File: config.mk
export PLATFORM = sky130hd
export DESIGN_NAME = distribute_multimode
export DESIGN_NICKNAME = d
export VERILOG_FILES = /design/src/rtl/distribute_pkg.sv /design/src/rtl/distribute_lane_reg.sv /design/src/rtl/distribute_multimode.sv
export SDC_FILE = /design/constraint.sdc
export NUM_CORES = 1
export LEC_CHECK = 0
export BUFFER_PORTS_ARGS = -buffer_cell sky130_fd_sc_hd__buf_2
export CAP_MARGIN = 30
export CORE_AREA = 5 5 157 159
export CTS_BUF_LIST = sky130_fd_sc_hd__clkbuf_4 sky130_fd_sc_hd__clkbuf_8
export DETAILED_ROUTE_END_ITERATION = 8
export DIE_AREA = 0 0 162 164
export PLACE_DENSITY = 0.82
export SETUP_SLACK_MARGIN = 0.4
export SYNTH_ARGS = -nofsm -noshare
export SYNTH_HDL_FRONTEND = slang
export SYNTH_HIERARCHICAL = 1
export SYNTH_SLANG_ARGS = --single-unit
File: constraint.sdc
create_clock -name clk -period 3.76 [get_ports clk]
set_input_delay 0.752 -clock clk [delete_from_list [all_inputs] [get_ports clk]]
set_output_delay 0.752 -clock clk [all_outputs]
set_load 0.005 [all_outputs]
File: src/rtl/distribute_pkg.sv
// Shared types and helpers for the distribute_multimode stage.
package distribute_pkg;

  typedef enum logic [1:0] {
    MODE_DIRECT = 2'd0,
    MODE_BCAST  = 2'd1,
    MODE_RR     = 2'd2,
    MODE_RSVD   = 2'd3
  } mode_t;

  typedef enum logic [1:0] {
    ST_IDLE  = 2'd0,
    ST_RUN   = 2'd1,
    ST_DRAIN = 2'd2,
    ST_DONE  = 2'd3
  } state_t;

  function automatic int clog2(input int value);
    int result;
    result = 0;
    for (int v = value - 1; v > 0; v = v >> 1) begin
      result = result + 1;
    end
    return result;
  endfunction

endpackage

File: src/rtl/distribute_lane_reg.sv
// One-stage valid/avail output register feeding a single compute lane.
module distribute_lane_reg #(
  parameter int GW = 32
) (
  input  logic          clk,
  input  logic          rst,
  input  logic          i_load,
  input  logic [GW-1:0] i_data,
  input  logic          i_avail,
  output logic          o_space,
  output logic [GW-1:0] o_data,
  output logic          o_valid
);

  logic          r_valid;
  logic [GW-1:0] r_data;

  // Space also when the held word leaves this cycle, so a lane can stream one word per cycle.
  assign o_space = !r_valid || i_avail;
  assign o_data  = r_data;
  assign o_valid = r_valid;

  always_ff @(posedge clk or negedge rst) begin
    if (!rst) begin
      r_valid <= 1'b0;
      r_data  <= '0;
    end else if (i_load) begin
      r_valid <= 1'b1;
      r_data  <= i_data;
    end else if (i_avail) begin
      r_valid <= 1'b0;
    end
  end

endmodule

File: src/rtl/distribute_multimode.sv
// Moves words from NUM_INPUTS streams to NUM_LANES lanes in direct/broadcast/round-robin mode.
// Round-robin scatter is present only when DISTRIBUTE_RR_MODE_EN is defined; otherwise mode 2 acts as direct.
module distribute_multimode
  import distribute_pkg::*;
#(
  parameter int GROUP_SIZE             = 4,
  parameter int DATA_WIDTH             = 8,
  parameter int NUM_INPUTS             = 4,
  parameter int NUM_LANES              = 4,
  parameter int LOG_MAX_ITERS          = 8,
  parameter int LOG_MAX_READS_PER_ITER = 8
) (
  input  logic                                          clk,
  input  logic                                          rst,
  input  logic                                          configure,
  input  logic [1:0]                                    conf_mode,
  input  logic [LOG_MAX_ITERS-1:0]                      num_iters,
  input  logic [LOG_MAX_READS_PER_ITER-1:0]             num_reads_per_iter,
  input  logic [NUM_INPUTS*GROUP_SIZE*DATA_WIDTH-1:0]   in_data,
  input  logic [NUM_INPUTS-1:0]                         in_valid,
  output logic [NUM_INPUTS-1:0]                         in_avail,
  output logic [NUM_LANES*GROUP_SIZE*DATA_WIDTH-1:0]    out_data,
  output logic [NUM_LANES-1:0]                          out_valid,
  input  logic [NUM_LANES-1:0]                          out_avail,
  output logic                                          busy,
  output logic                                          done
);

  localparam int GW   = GROUP_SIZE * DATA_WIDTH;
  localparam int NACT = (NUM_INPUTS < NUM_LANES) ? NUM_INPUTS : NUM_LANES;
  localparam logic [LOG_MAX_ITERS-1:0]          ITER_ONE = 1;
  localparam logic [LOG_MAX_READS_PER_ITER-1:0] READ_ONE = 1;

  state_t r_state, w_stateNext;
  mode_t  r_mode, w_confMode;
  logic [LOG_MAX_ITERS-1:0]                             r_numIters;
  logic [LOG_MAX_READS_PER_ITER-1:0]                    r_numReads;
  logic [NUM_INPUTS-1:0][LOG_MAX_READS_PER_ITER-1:0]    r_readCnt;
  logic [NUM_INPUTS-1:0][LOG_MAX_ITERS-1:0]             r_iterCnt;
  logic [NUM_INPUTS-1:0]                                r_exhausted;
  logic [NUM_INPUTS-1:0]                                w_active, w_inAvail, w_accept;
  logic [NUM_LANES-1:0]                                 w_space, w_load, w_laneValid;
  logic [NUM_LANES-1:0][GW-1:0]                         w_laneIn, w_laneOut;
  logic w_start, w_zeroCount, w_allExhausted;

`ifdef DISTRIBUTE_RR_MODE_EN
  localparam int RR_W = (NUM_LANES > 1) ? clog2(NUM_LANES) : 1;
  localparam logic [RR_W-1:0] RR_LAST = RR_W'(NUM_LANES - 1);
  localparam logic [RR_W-1:0] RR_ONE  = 1;
  logic [RR_W-1:0] r_rrPtr;
`endif

  assign w_start     = (r_state == ST_IDLE) && configure;
  assign w_zeroCount = (num_iters == '0) || (num_reads_per_iter == '0);

  // Reserved mode, and round-robin when it is compiled out, collapse to direct at latch time.
  always_comb begin
    w_confMode = MODE_DIRECT;
    case (conf_mode)
      2'd1:    w_confMode = MODE_BCAST;
`ifdef DISTRIBUTE_RR_MODE_EN
      2'd2:    w_confMode = MODE_RR;
`endif
      default: w_confMode = MODE_DIRECT;
    endcase
  end

  always_ff @(posedge clk or negedge rst) begin
    if (!rst) begin
      r_state    <= ST_IDLE;
      r_mode     <= MODE_DIRECT;
      r_numIters <= '0;
      r_numReads <= '0;
    end else begin
      r_state <= w_stateNext;
      if (w_start) begin
        r_mode     <= w_confMode;
        r_numIters <= num_iters;
        r_numReads <= num_reads_per_iter;
      end
    end
  end

  always_comb begin
    w_stateNext = r_state;
    case (r_state)
      ST_IDLE:  if (configure) w_stateNext = w_zeroCount ? ST_DONE : ST_RUN;
      ST_RUN:   if (w_allExhausted) w_stateNext = ST_DRAIN;
      ST_DRAIN: if (w_laneValid == '0) w_stateNext = ST_DONE;
      ST_DONE:  w_stateNext = ST_IDLE;
      default:  w_stateNext = ST_IDLE;
    endcase
  end

  always_comb begin
    w_active = '0;
    if (r_mode == MODE_DIRECT) begin
      for (int i = 0; i < NACT; i++) w_active[i] = 1'b1;
    end else begin
      w_active[0] = 1'b1;
    end
  end

  // Streams that take no part in the current mode count as already exhausted.
  assign w_allExhausted = &(r_exhausted | ~w_active);

  // Routing: which streams may be offered, and which lanes load which word.
  always_comb begin
    w_inAvail = '0;
    w_load    = '0;
    for (int l = 0; l < NUM_LANES; l++) w_laneIn[l] = in_data[0 +: GW];
    if (r_mode == MODE_DIRECT) begin
      for (int l = 0; l < NACT; l++) w_laneIn[l] = in_data[l*GW +: GW];
    end
    if (r_state == ST_RUN) begin
      case (r_mode)
        MODE_BCAST: w_inAvail[0] = (&w_space) & ~r_exhausted[0];
`ifdef DISTRIBUTE_RR_MODE_EN
        MODE_RR:    w_inAvail[0] = w_space[r_rrPtr] & ~r_exhausted[0];
`endif
        default: begin
          for (int i = 0; i < NACT; i++) w_inAvail[i] = w_space[i] & ~r_exhausted[i];
        end
      endcase
    end
    w_accept = in_valid & w_inAvail;
    case (r_mode)
      MODE_BCAST: w_load = {NUM_LANES{w_accept[0]}};
`ifdef DISTRIBUTE_RR_MODE_EN
      MODE_RR:    w_load[r_rrPtr] = w_accept[0];
`endif
      default: begin
        for (int l = 0; l < NACT; l++) w_load[l] = w_accept[l];
      end
    endcase
  end

  // Nested read/iteration counters, one set per stream.
  always_ff @(posedge clk or negedge rst) begin
    if (!rst) begin
      r_readCnt   <= '0;
      r_iterCnt   <= '0;
      r_exhausted <= '0;
    end else if (w_start) begin
      r_readCnt   <= '0;
      r_iterCnt   <= '0;
      r_exhausted <= '0;
    end else begin
      for (int i = 0; i < NUM_INPUTS; i++) begin
        if (w_accept[i]) begin
          if (r_readCnt[i] == r_numReads - READ_ONE) begin
            r_readCnt[i] <= '0;
            if (r_iterCnt[i] == r_numIters - ITER_ONE) begin
              r_exhausted[i] <= 1'b1;
            end else begin
              r_iterCnt[i] <= r_iterCnt[i] + ITER_ONE;
            end
          end else begin
            r_readCnt[i] <= r_readCnt[i] + READ_ONE;
          end
        end
      end
    end
  end

`ifdef DISTRIBUTE_RR_MODE_EN
  always_ff @(posedge clk or negedge rst) begin
    if (!rst) begin
      r_rrPtr <= '0;
    end else if (w_start) begin
      r_rrPtr <= '0;
    end else if ((r_mode == MODE_RR) && w_accept[0]) begin
      r_rrPtr <= (r_rrPtr == RR_LAST) ? '0 : r_rrPtr + RR_ONE;
    end
  end
`endif

  for (genvar l = 0; l < NUM_LANES; l++) begin : g_lane
    distribute_lane_reg #(.GW(GW)) u_laneReg (
      .clk     (clk),
      .rst     (rst),
      .i_load  (w_load[l]),
      .i_data  (w_laneIn[l]),
      .i_avail (out_avail[l]),
      .o_space (w_space[l]),
      .o_data  (w_laneOut[l]),
      .o_valid (w_laneValid[l])
    );
    assign out_data[l*GW +: GW] = w_laneOut[l];
  end

  assign out_valid = w_laneValid;
  assign in_avail  = w_inAvail;
  assign busy      = (r_state == ST_RUN) || (r_state == ST_DRAIN);
  assign done      = (r_state == ST_DONE);

endmodule

After elaboration in Yosys (flattened, before gate mapping). Index checks and enable logic that the tools add are counted.

$add $sub $neg: 10. Muxes and demuxes: 55. Reductions and logical operators: 43. Bitwise operators: 12. Equal/unequal tests: 20.

Operators by type and width (count): two-way mux 8 bit (20); two-way mux 128 bit (1); adder 8 x 1 -> 8 bit (second input constant) (8); equality test 8 bit (8); two-way mux 32 bit (2); nonzero test 2 bit (16); AND reduction 3 bit (9); two-way mux 1 bit (22); logical NOT 8 bit (2); subtractor 8 x 1 -> 8 bit (second input constant) (2); != test 2 bit (second input constant) (7); two-way mux 4 bit (3); two-way mux 2 bit (4); case mux 2 bit (4 select lines) (1); AND reduction 4 bit (2); equality test 2 x 1 -> 1 bit (second input constant) (3); logical OR 1 bit (6); two-way mux 3 bit (2); AND 1 bit (5); AND 4 bit (1); equality test 2 bit (second input constant) (2); logical NOT 1 bit (4); logical NOT 2 bit (2); logical NOT 4 bit (1); other kinds (4) (7).

Word-level logic and storage cells: 164. Bits of input ports: 157. Flip-flop bits (word level): 220.

Longest topological paths before layout.
Word-level depth: 9. Mapped depth: 13.

By module. Netlist, hierarchy kept.

By module, submodules not included: distribute_multimode (instances 1, area an instance 7156.9 sq um, seq. area each 2177.1 sq um, cells each 937); distribute_lane_reg (instances 4, area an instance 1378.8 sq um, seq. area each 825.8 sq um, cells each 71).

Worst setup path after synthesis. No wires, ideal clock.

Path type: reg-to-reg. Start: register r_numIters[0]. End: register r_iterCnt[14] (netlist name). Arrival: 2.898 ns. Path buffers: 2. Clock period less this slack: 3.018 ns. Setup slack: 0.742 ns. Stages on the path, launching flop included: 11. Path through: dfrtp_1 -> clkbuf_1 -> inv_1 -> ha_1 -> clkbuf_1 -> or3b_2 -> a211oi_1 -> o2111ai_1 -> nor4bb_1 -> nor3_1 -> a41o_1.

Cells in the longest elaborated chain, start to end: 4.

RTL lines: from (decl) (line distribute_multimode.sv:36) `logic [LOG_MAX_ITERS-1:0] r_numIters;`; from (signal assigned) (line distribute_multimode.sv:78) `r_numIters <= num_iters;`; subtractor 8 x 1 -> 8 bit (line distribute_multimode.sv:153) `if (r_iterCnt[i] == r_numIters - ITER_ONE) begin`; equality test 8 bit (line distribute_multimode.sv:153); != test 2 bit (no source line); AND reduction 3 bit (no source line); to (signal, indexed assignment) (line distribute_multimode.sv:156) `r_iterCnt[i] <= r_iterCnt[i] + ITER_ONE;`; to (decl) (line distribute_multimode.sv:39) `logic [NUM_INPUTS-1:0][LOG_MAX_ITERS-1:0] r_iterCnt;`.

No other way between the ends. A chain may end at the register's enable or synchronous reset.

Worst setup path after layout.
Start: register r_state[1]. End: register g_lane[1].u_laneReg.r_data[30].

Cells in the longest elaborated chain, start to end: 4.

RTL lines: from (decl) (line distribute_multimode.sv:34) `state_t r_state, w_stateNext;`; from (signal assigned) (line distribute_multimode.sv:75) `r_state <= w_stateNext;`; equality test 2 x 1 -> 1 bit (line distribute_multimode.sv:115) `if (r_state == ST_RUN) begin`; two-way mux 4 bit (line distribute_multimode.sv:115); AND 4 bit (line distribute_multimode.sv:126) `w_accept = in_valid & w_inAvail;`; two-way mux 4 bit (line distribute_multimode.sv:127) `case (r_mode)`; named net w_load[1] (line distribute_multimode.sv:42) `logic [NUM_LANES-1:0] w_space, w_load, w_laneValid;`; to (signal assigned) (line distribute_lane_reg.sv:29) `r_data <= i_data;`; to (decl) (line distribute_lane_reg.sv:16) `logic [GW-1:0] r_data;`.

The timed path passes the listed nets, and every way through them passes these cells.

==> impl_results.md <==
- Status: complete, no violations
- Reg2reg start: r_state[1]$_DFFE_PN0P_
- Antenna violations before repair: 6
- CP Launch Type: register
- Ys async rst share: 1.00
- Syn. warnings: 6
- Footprint of the multi-input gates: 6240 um^2
- Compound-Gate Fraction of Synth Area: 0.111
- Die width: 162 um
- WP data arrival: 3.58 ns
- Final WL: 36,000 um
- DRC errors left: 0
- Post-CTS Setup Bufs: 0
- HPWL after DPL: 25,800 um
- CP peak stage delay: 0.78 ns
- Final Skew: 0.0157 ns
- Commonest cells in the synthesized netlist: 219 x dfrtp_1, 133 x o21ai_0, 130 x nand2_1, 120 x inv_1, 116 x mux2_4
- Cell type with the largest total area after synthesis: dfrtp_1
- Post-synthesis sequential area ratio: 0.432
- Port buffer count: 294
- Top cell type's share of synthesized area: 0.432
- End of the worst register-to-register path: g_lane[1].u_laneReg/o_data[30]$_DFFE_PN0P_
- GPL Wtd Cong: 0.920
- Vias in the first global route: 10,235
- Adder-cell share of the synthesized area: 0.0148
- WL/cell: 19.8 um
- Largest net degree at the start of global routing: 99
- Die Area: 26,600 um^2
- Post-synth top flop: dfrtp_1
- Critical setup path kind: reg -> reg
- Fill cells: 1,776
- DRT antenna net count: 0
- Layout cells sized above 1: 0.349
- EDFF count, synth: 0
- P&R area growth vs syn: 18.9%
- Reg2reg setup slack: 0.59 ns
- Peak supply drop: 0.488 mV
- Max Slew Vio Count: 0
- Number of max-cap violations: 0
- Pre-CTS setup slack: 0.433 ns
- Grt total ovfl: 0
- CTS tree: built
- CP Data Required Time: 4.16 ns
- Worst-case clock buffer depth: 3
- Clock sinks: 219
- First-pass GRT wire length: 55,400 um
- Minimum clock period: 3.17 ns
- Final net count: 1,675
- Die span in y: 164 um
- Final WS setup: 0.589 ns
- H-tree Lvls: 2
- Num rows: 56
- Final core utilization: 0.652
- Hold/Removal Path Class: in -> async
- Slowest stage cell, crit path: nor4bb_1
- Syn Inst Count: 1,221
- Synthesized area per cell: 10.4 um^2
- Synth cell types: 67
- Fin. Hold Viols: 0
- Setup violations, final: 0
- Initial DRT Pass Iterations: 7
- RSZ-0062 raised after global routing: false
- Total GRT Usage: 0.261
- Cts repair resizes: 0
- Hold Buf Count CTS: 0
- Synth area leaders: dfrtp_1 43%, mux2_4 14%, o21ai_0 5.3%
- Core area: 23,100 um^2
- Root buffer cell: clkbuf_8
- Critical path buffers and inverters: 2
- Vias: 10,413
- Most common cell in the netlist: dfrtp_1
- Syn nets: 1,393
- Vias per cell: 5.72
- Worst r2r path cells: 7
- Max FO, Critical Path: 33
- CP Capture Type: register
- Worst-path cell chain: inv_1 -> ha_1 -> nor4bb_1 -> nand2_1 -> nand2_2 -> buf_12 -> mux2_2
- Post-synthesis mux area share: 0.155
- Final worst path period share: 0.843
- IO Count: 295
- Cts bufs inserted: 40
- Worst slew pin tran: 0.928 ns
- Synth Register Bits: 219
- Clk_lat worst skew: 0.53 ns
- Static Leak: 7.59 nW
- Clock slew at reported path FFs: 0.06 ns
- Power per Cell Area: 797 nW/um^2
- Max Freq: 0.315 GHz
- Crit path max-delay family: simple AND/OR/NAND/NOR gates
- Largest family of logic cells by synthesized area: multiplexers
- Mapped Area: 12,700 um^2
- Slew headroom: 0.373
- Simple-gate area share of the yosys netlist: 0.140
- Xor/xnor share of the synthesized area: 0.0705
- Setup_tns: 0 ns
- Initial cell density of the core: 0.548
- Reg area: 5480 um^2
- 1st-iter DRT viols: 793
worst register-to-register path: cells and delay by family (launching register included):
| family | cells | cell delay, ns |
|---|---|---|
| buffers and inverters | 2 | 0.43 |
| AND/OR/NAND/NOR | 3 | 1.51 |
| adder cells (fa/ha/maj) | 1 | 0.32 |
| multiplexers | 1 | 0.39 |
| flip-flops | 1 | 0.40 |
placed cells by master (no fill, tap or decap), drive strengths merged, types with 6 or more instances in the layout:
cell,n
clkbuf,62
o211ai,7
o21ai,135
and3,11
nor2b,8
xnor3,14
mux2i,8
o31ai,7
nor4,14
xor2,21
nor2,45
a21o,7
nand3,25
or4,13
and2,7
nand2b,18
nor3,12
nand4,14
xnor2,45
a21oi,33
a31o,6
mux2,129
nor4bb,6
buf,313
inv,121
ha,15
nand2,130
dfrtp,219
nand3b,10
nor3b,7
logic make-up (layout without fill, tap and decap cells):
family                     Yosys count  count (layout)
and+or+nand+nor                    341             341
AOI/OAI and AO/OA                  236             236
DFF                                219             219
buffers and inverters              193             500
muxes                              137             137
xor gates and xnor gates            80              80
adders and majority gates           15              15
other                                0               1
worst max path at each step:
stage | endpoint | slack, ns | startpoint | cells past startpoint
global route | r_iterCnt[30]$_DFFE_PN0P_ | 0.45 | r_numReads[0]$_DFFE_PN0P_ | 7
CTS | in_avail[1] | 0.58 | r_state[1]$_DFFE_PN0P_ | 4
finish | g_lane[1].u_laneReg/o_data[30]$_DFFE_PN0P_ | 0.59 | r_state[1]$_DFFE_PN0P_ | 7
detailed placement | g_lane[1].u_laneReg/o_data[30]$_DFFE_PN0P_ | 0.43 | out_avail[1] | 7
floorplan | r_iterCnt[14]$_DFFE_PN0P_ | 0.74 | r_numIters[0]$_DFFE_PN0P_ | 10
global placement | g_lane[1].u_laneReg/o_data[30]$_DFFE_PN0P_ | 0.48 | out_avail[1] | 7
where the power goes:
part           switching (mW)  total, mW  internal, mW
clock                   0.967       2.36          1.39
combinational            2.65       5.57          2.92
sequential              0.824       4.08          3.26
layout make-up:
type                       count  area share
multi-input combinational    809       0.414
sequential                   219       0.364
timing repair buffer         313       0.112
clock buffer                  62      0.0521
inverter                     120      0.0299
tap                          290      0.0241
clock inverter                 5     0.00374
antenna                        1    0.000166
per-stage QoR:
| stage | total power [mW] | area, um^2 | cells | hold WS (ns) |
|---|---|---|---|---|
| after detailed placement | 9.60 | 14200 | 1751 | 0.488 |
| final | 12.0 | 15100 | 1819 | 0.240 |
| after global routing | 12.7 | 15100 | 1819 | 0.303 |
| after CTS | 12.0 | 15100 | 1818 | 0.279 |
| after floorplan | 7.82 | 12700 | 1221 | 0.456 |
| after global placement | 9.41 | 14200 | 1751 | 0.486 |
sequential cells by signal (all words and copies together), names as in the netlist:
name                      flops
g_lane.u_laneReg/o_data     128
r_iterCnt                    32
r_readCnt                    32
r_numIters                    8
r_numReads                    8
g_lane.u_laneReg/o_valid      4
r_exhausted                   4
r_state                       2
r_mode                        1
metal layers:
| metal | up-vias | GRT usage | routed length [um] |
|---|---|---|---|
| met1 | 5003 | 0.330 | 14300 |
| met5 | - | 0 | 60 |
| met2 | 518 | 0.441 | 17400 |
| li1 | 4772 | - | - |
| met3 | 110 | 0.0547 | 2760 |
| met4 | 10 | 0.106 | 1500 |
Note: power is estimated with default switching activity, not from simulation.
